==> config.mk <==
export PLATFORM = sky130hd
export DESIGN_NAME = pzbcm_sram_fifo_ctrl
export DESIGN_NICKNAME = d
export VERILOG_FILES = /design/src/rtl/pzbcm_sram_pkg.sv /design/src/rtl/pzbcm_sram_fifo_read_buffer.sv /design/src/rtl/pzbcm_sram_fifo_ctrl.sv
export SDC_FILE = /design/constraint.sdc
export NUM_CORES = 1
export LEC_CHECK = 0
export BUFFER_PORTS_ARGS = -buffer_cell sky130_fd_sc_hd__clkbuf_2
export CELL_PAD_IN_SITES_DETAIL_PLACEMENT = 1
export CELL_PAD_IN_SITES_GLOBAL_PLACEMENT = 1
export CORE_MARGIN = 10
export CORE_UTILIZATION = 25
export DETAILED_ROUTE_END_ITERATION = 7
export GPL_TIMING_DRIVEN = 0
export PLACE_DENSITY = 0.55
export SLEW_MARGIN = 0
export SYNTH_ARGS = -nofsm -noshare
export SYNTH_HDL_FRONTEND = slang
export SYNTH_HIERARCHICAL = 1
export SYNTH_SLANG_ARGS = --single-unit
==> constraint.sdc <==
create_clock -name i_clk -period 5.65 [get_ports i_clk]
set_clock_uncertainty 0.05 [all_clocks]
set_input_delay 0.2825 -clock i_clk [delete_from_list [all_inputs] [get_ports i_clk]]
set_output_delay 0.2825 -clock i_clk [all_outputs]
set_load 0.03 [all_outputs]
==> src/rtl/pzbcm_sram_pkg.sv <==
// Shared SRAM configuration type and sizing helpers for the pzbcm SRAM
// macro wrapper and the FIFO controller built on top of it.
//   pzbcm_sram_params      : SRAM macro configuration record
//   get_ram_pointer_width  : address width for a given word count
//   get_fifo_buffer_depth  : prefetch buffer depth of the SRAM FIFO
//   get_fifo_count_width   : occupancy counter width of the SRAM FIFO
package pzbcm_sram_pkg;

    typedef struct packed {
        int words;
        int data_width;
        bit single_port_ram;
        bit dual_clock;
        int read_latency;
        int id;
    } pzbcm_sram_params;

    localparam pzbcm_sram_params PZBCM_SRAM_DEFAULT_PARAMS = '{
        words:           16,
        data_width:      32,
        single_port_ram: 1'b0,
        dual_clock:      1'b0,
        read_latency:    1,
        id:              0
    };

    function automatic int get_ram_pointer_width(pzbcm_sram_params params);
        return (params.words > 1) ? $clog2(params.words) : 1;
    endfunction

    // One slot per read that can be in the SRAM pipeline plus one for the
    // head entry being presented on the pop side.
    function automatic int get_fifo_buffer_depth(pzbcm_sram_params params);
        return params.read_latency + 1;
    endfunction

    // Must represent words + buffer depth (= words + read_latency + 1).
    function automatic int get_fifo_count_width(pzbcm_sram_params params);
        return $clog2(params.words + params.read_latency + 2);
    endfunction

endpackage

==> src/rtl/pzbcm_sram_fifo_read_buffer.sv <==
// Small register FIFO holding SRAM read data in front of the pop interface.
// Ports:
//   i_clk, i_rst      : clock, synchronous active-high reset
//   i_clear           : synchronous flush (priority over push/pop)
//   i_push, i_push_data : write one entry
//   i_pop             : remove head entry (must only be asserted when o_valid)
//   o_valid, o_data   : head entry present / head entry data
//   o_count           : number of entries held
module pzbcm_sram_fifo_read_buffer
    import pzbcm_sram_pkg::*;
#(
    parameter  int DEPTH = 2,
    parameter  int WIDTH = 32,
    localparam int CW    = $clog2(DEPTH + 1)
)(
    input  logic             i_clk,
    input  logic             i_rst,
    input  logic             i_clear,
    input  logic             i_push,
    input  logic [WIDTH-1:0] i_push_data,
    input  logic             i_pop,
    output logic             o_valid,
    output logic [WIDTH-1:0] o_data,
    output logic [CW-1:0]    o_count
);

    localparam int IW = (DEPTH > 1) ? $clog2(DEPTH) : 1;

    logic [WIDTH-1:0] mem_q [DEPTH];
    logic [IW-1:0]    head_q, head_d;
    logic [IW-1:0]    tail_q, tail_d;
    logic [CW-1:0]    count_q, count_d;

    // Depth is generally not a power of two, so pointers wrap explicitly.
    always_comb begin
        head_d  = head_q;
        tail_d  = tail_q;
        count_d = count_q + CW'(i_push) - CW'(i_pop);
        if (i_push) begin
            tail_d = (tail_q == IW'(DEPTH - 1)) ? '0 : tail_q + IW'(1);
        end
        if (i_pop) begin
            head_d = (head_q == IW'(DEPTH - 1)) ? '0 : head_q + IW'(1);
        end
    end

    always_ff @(posedge i_clk) begin
        if (i_rst || i_clear) begin
            head_q  <= '0;
            tail_q  <= '0;
            count_q <= '0;
        end else begin
            head_q  <= head_d;
            tail_q  <= tail_d;
            count_q <= count_d;
        end
    end

    always_ff @(posedge i_clk) begin
        if (i_push) begin
            mem_q[tail_q] <= i_push_data;
        end
    end

    assign o_valid = (count_q != '0);
    assign o_data  = mem_q[head_q];
    assign o_count = count_q;

    always_ff @(posedge i_clk) begin
        if (!i_rst && !i_clear) begin
            assert (!(i_pop && (count_q == '0)));
            assert (!(i_push && !i_pop && (count_q == CW'(DEPTH))));
        end
    end

endmodule

==> src/rtl/pzbcm_sram_fifo_ctrl.sv <==
// Synchronous FIFO controller storing its entries in an external simple
// dual-port SRAM. A (read_latency+1)-entry prefetch buffer hides the SRAM
// read latency so the pop side runs at full throughput.
// Ports:
//   i_clk, i_rst           : clock, synchronous active-high reset
//   i_clear                : synchronous flush, same effect as reset
//   i_push_valid/o_push_ready/i_push_data : push stream
//   o_pop_valid/i_pop_ready/o_pop_data    : pop stream
//   o_sram_write, o_sram_write_pointer, o_sram_write_data : SRAM write port
//   o_sram_read, o_sram_read_pointer, i_sram_read_data    : SRAM read port
//   o_empty, o_full, o_word_count : occupancy status
module pzbcm_sram_fifo_ctrl
    import pzbcm_sram_pkg::*;
#(
    parameter  pzbcm_sram_params SRAM_PARAMS = PZBCM_SRAM_DEFAULT_PARAMS,
    localparam int W  = SRAM_PARAMS.words,
    localparam int D  = SRAM_PARAMS.data_width,
    localparam int L  = SRAM_PARAMS.read_latency,
    localparam int B  = get_fifo_buffer_depth(SRAM_PARAMS),
    localparam int PW = get_ram_pointer_width(SRAM_PARAMS),
    localparam int CW = get_fifo_count_width(SRAM_PARAMS)
)(
    input  logic          i_clk,
    input  logic          i_rst,
    input  logic          i_clear,
    input  logic          i_push_valid,
    output logic          o_push_ready,
    input  logic [D-1:0]  i_push_data,
    output logic          o_pop_valid,
    input  logic          i_pop_ready,
    output logic [D-1:0]  o_pop_data,
    output logic          o_sram_write,
    output logic [PW-1:0] o_sram_write_pointer,
    output logic [D-1:0]  o_sram_write_data,
    output logic          o_sram_read,
    output logic [PW-1:0] o_sram_read_pointer,
    input  logic [D-1:0]  i_sram_read_data,
    output logic          o_empty,
    output logic          o_full,
    output logic [CW-1:0] o_word_count
);

    localparam int BCW = $clog2(B + 1);

    logic          flush;
    logic          push_ready;
    logic          push_fire;
    logic          pop_fire;
    logic          read_issue;
    logic          buf_valid;
    logic [PW-1:0] wp_q, wp_d;
    logic [PW-1:0] rp_q, rp_d;
    logic [CW-1:0] sram_count_q, sram_count_d;
    logic [L-1:0]  inflight_q, inflight_d;
    logic [CW-1:0] inflight_cnt;
    logic [BCW-1:0] buf_count;
    logic [CW-1:0] buf_count_cw;
    logic [CW-1:0] word_count;

    assign flush        = i_rst | i_clear;
    assign push_ready   = (sram_count_q < CW'(W));
    assign push_fire    = i_push_valid & push_ready;
    assign pop_fire     = buf_valid & i_pop_ready;
    assign buf_count_cw = CW'(buf_count);

    always_comb begin
        inflight_cnt = '0;
        for (int unsigned i = 0; i < L; i++) begin
            inflight_cnt = inflight_cnt + CW'(inflight_q[i]);
        end
    end

    // A read is issued only if its data is sure to find a free buffer slot,
    // counting the slot freed by a pop in this same cycle.
    assign read_issue = (sram_count_q != '0) &&
                        ((buf_count_cw + inflight_cnt) < (CW'(B) + CW'(pop_fire)));

    always_comb begin
        wp_d         = wp_q;
        rp_d         = rp_q;
        sram_count_d = sram_count_q + CW'(push_fire) - CW'(read_issue);
        inflight_d   = (inflight_q << 1) | L'(read_issue);
        if (push_fire) begin
            wp_d = (wp_q == PW'(W - 1)) ? '0 : wp_q + PW'(1);
        end
        if (read_issue) begin
            rp_d = (rp_q == PW'(W - 1)) ? '0 : rp_q + PW'(1);
        end
    end

    always_ff @(posedge i_clk) begin
        if (flush) begin
            wp_q         <= '0;
            rp_q         <= '0;
            sram_count_q <= '0;
            inflight_q   <= '0;
        end else begin
            wp_q         <= wp_d;
            rp_q         <= rp_d;
            sram_count_q <= sram_count_d;
            inflight_q   <= inflight_d;
        end
    end

    pzbcm_sram_fifo_read_buffer #(
        .DEPTH (B),
        .WIDTH (D)
    ) u_read_buffer (
        .i_clk       (i_clk),
        .i_rst       (i_rst),
        .i_clear     (i_clear),
        .i_push      (inflight_q[L-1]),
        .i_push_data (i_sram_read_data),
        .i_pop       (pop_fire),
        .o_valid     (buf_valid),
        .o_data      (o_pop_data),
        .o_count     (buf_count)
    );

    assign word_count = sram_count_q + inflight_cnt + buf_count_cw;

    assign o_push_ready         = push_ready;
    assign o_full               = !push_ready;
    assign o_pop_valid          = buf_valid;
    assign o_sram_write         = push_fire;
    assign o_sram_write_pointer = wp_q;
    assign o_sram_write_data    = i_push_data;
    assign o_sram_read          = read_issue;
    assign o_sram_read_pointer  = rp_q;
    assign o_empty              = (word_count == '0);
    assign o_word_count         = word_count;

    always_ff @(posedge i_clk) begin
        assert (W >= 2 && L >= 1 && !SRAM_PARAMS.single_port_ram && !SRAM_PARAMS.dual_clock);
        if (!flush) begin
            assert ((buf_count_cw + inflight_cnt) <= CW'(B));
            assert (!(pop_fire && !buf_valid));
        end
    end

endmodule

==> reports/results.tsv <==
stage	metric	value	unit
synth	ys_warn_count	6	
die	die_area	20800	um^2
timing	max_freq	322	MHz
synth	synthesis.area	3860	um^2
power	irDropWorstVdd	237	uV
final_layout	drive_above_1_share	54.5	%
worst_setup_path	endpoint	sram_count_q[4]	
final_layout	layout.nets	470	
worst_setup_path	arrival	3.26	ns
route	dr.pass1.iters	3	
worst_setup_path	reg2reg_depth	12	
route	route.detailed.drc	0	
synth	syn_area_per_cell	15.2	um^2
clock_tree	ctsResizeCount	0	
worst_setup_path	worstSetupStartpoint	inflight_q	
timing	fin_setup_tns	0	ns
final_layout	final_cell_area	5010	um^2
worst_setup_path	crit_path_max_fanout	9	
worst_setup_path	crit_path_cell_trace	ha_1 > nand3b_4 > a211oi_4 > ha_1 > inv_1 > ha_1 > inv_1 > fa_1 > nand2b_1 > a21oi_1 > o21ai_0 > nor3b_1	
timing	setup_slack	2.54	ns
global_routing	grt_overflow	0	
synth	postSynthNetCount	339	
synth	async_flop_share	0	%
worst_setup_path	r2r_start	inflight_q	
clock_tree	clock_sinks	83	
global_routing	grt_max_degree	33	
clock_tree	cts_buffers	9	
route	wl_per_cell	15.7	um
synth	synth_cells	253	
clock_tree	htreeDepth	3	
placed_design	dpl-instance-area	4720	um^2
global_routing	grt_usage	8.79	%
clock_tree	hold_buffers	0	
timing	fin_crit_sh	55.0	%
timing	min_period	3.11	ns
clock_tree	clk_latency	0.33	ns
clock_tree	cts-root-buf	clkbuf_16	
power	power.density	435	nW/um^2
worst_setup_path	reg2reg_to	sram_count_q[4]	
synth	synth_seq_area_share	59.7	%
worst_setup_path	path_depth	12	
die	die_w	144	um
status	status	finished, final reports clean	
placed_design	portBuffers	119	
clock_tree	cts_buffer_depth	2	
die	row_count	45	
route	ant_nets	0	
global_routing	grt_pass1_wl	14000	um
die	die_h	144	um
timing	rsz0062_at_grt	no	
route	drt_iter0_markers	66	
die	core_area	15100	um^2
worst_setup_path	crit_type	register to register	
placed_design	dp_hpwl	7210	um
route	num_vias	2351	
timing	slew_violations	0	
timing	worstMarginPinSlew	0.858	ns
clock_tree	cts_tree	built	
job	drv_cap	0	
clock_tree	postCtsSetupBuffers	0	
worst_setup_path	start_kind	register	
worst_setup_path	max_stage_delay	0.48	ns
synth	synth-seq-cells	83	
synth	post-synth-top-area-fraction	49.8	%
placed_design	place_ws	2.48	ns
route	viasPerCell	4.07	
synth	synth_area_leaders	edfxtp_1 (50%), mux2_4 (12%), dfxtp_1 (9.9%), buf_4 (6.2%), ha_1 (4.5%)	
die	num_io_pins	152	
final_layout	utilization	33.1	%
worst_setup_path	required	5.80	ns
synth	yosysUniqueCellTypes	38	
global_routing	grt_pass1_vias	2734	
clock_tree	clk_pin_slew	0.06	ns
worst_setup_path	cpMaxStageDelayCell	a211oi_4	
synth	synthFlopType	edfxtp_1	
worst_setup_path	cpLargestDelayFamily	adder cells	
worst_setup_path	path_buf_inv	2	
timing	hold_ws	0.0896	ns
timing	relSlewSlack	42.8	%
synth	yosys.area.top_type	edfxtp_1	
synth	synth_edf_count	64	
worst_setup_path	crit_path_frequent_cell	ha_1	
final_layout	syn_to_final_growth	29.9	%
placed_design	gp_congestion	0.691	
worst_setup_path	cp-end-kind	register	
die	initial_core_util	25.5	%
final_layout	layout_commonest_cell	clkbuf_2	
worst_hold_path	whs_path_depth	1	
timing	final-setup-viol-count	0	
final_layout	layout_common_cells	clkbuf_2 (119), edfxtp_1 (64), buf_4 (32), mux2_4 (30), dfxtp_1 (19)	
power	leakage	2.14	nW
route	wl	9060	um
worst_setup_path	r2r_slack	2.54	ns
worst_hold_path	hold_path.class	primary input to register	
final_layout	diodes	0	
timing	final_hold_viol_count	0	
global_routing	antenna_found_initial	0	
==> registers in the layout, indices dropped and copies added (netlist names), named ones only <==
name / count
sram_count_q: 5
u_read_buffer/tail_q: 1
o_sram_read_pointer: 4
o_sram_write_pointer: 4
inflight_q: 1
u_read_buffer/o_count: 2
u_read_buffer/head_q: 1
u_read_buffer/mem_q: 64
==> where the power goes <==
group	internal, mW	switching, mW
registers	0.739	0.0454
logic	0.329	0.498
clock network	0.342	0.227
==> cell families (layout without fill, tap and decap cells) <==
kind of cell / count (synthesis) / after routing / share of synthesized area, %
AND/OR/NAND/NOR: 42 / 42 / 6.36
flip-flops: 83 / 83 / 59.7
multiplexers: 34 / 34 / 12.8
AO/OA/AOI/OAI: 15 / 15 / 2.82
adder cells (fa/ha/maj): 17 / 17 / 6.10
buffers and inverters: 52 / 188 / 9.63
XOR/XNOR: 10 / 10 / 2.63
==> cells in the mapped netlist (2+ instances only) <==
cell      number
nand2b_1       3
a311oi_1       2
nand2_1        6
xor2_1         2
and2_2         2
buf_4         32
mux2_4        30
or2_2          2
dfxtp_1       19
mux2_2         2
edfxtp_1      64
inv_1         15
mux2i_1        2
nor3_1         5
nor2_1        12
ha_1          14
a21oi_1        7
nor2b_1        2
fa_1           3
and2_1         2
nor3b_1        2
xnor2_1        7
buf_12         3
==> worst min-delay path by stage <==
stage,end,startpoint,slack (ns)
CTS,u_read_buffer/mem_q[1][23],i_sram_read_data[23],0.07
detailed placement,u_read_buffer/mem_q[0][23],i_sram_read_data[23],0.43
global placement,u_read_buffer/mem_q[0][25],i_sram_read_data[25],0.42
finish,u_read_buffer/mem_q[0][30],i_sram_read_data[30],0.09
floorplan,u_read_buffer/o_count[0],i_clear,0.31
global route,u_read_buffer/mem_q[0][0],i_sram_read_data[0],0.07
==> per-layer routing <==
metal  vias up  wire [um]  global-route usage, %
met3         7       1040                   5.41
met5         -          0                      0
li1       1132          -                      -
met2        99       4370                   14.7
met4         0         57                   2.07
met1      1113       3590                   9.16
==> per-stage QoR <==
step                      cells  power (mW)
after floorplan             253        1.42
final                       577        2.18
after global routing        577        2.34
after detailed placement    561        1.65
after CTS                   577        2.24
after global placement      560        1.62
==> layout make-up <==
cell class / instances / area (um^2)
fill: 1652 / 10100
sequential: 83 / 2300
multi-input combinational: 118 / 1190
timing repair buffer: 120 / 616
buffer: 37 / 315
tap: 188 / 235
clock buffer: 10 / 229
clock inverter: 6 / 66.3
inverter: 15 / 56.3
Note: power is estimated with default switching activity, not from simulation.
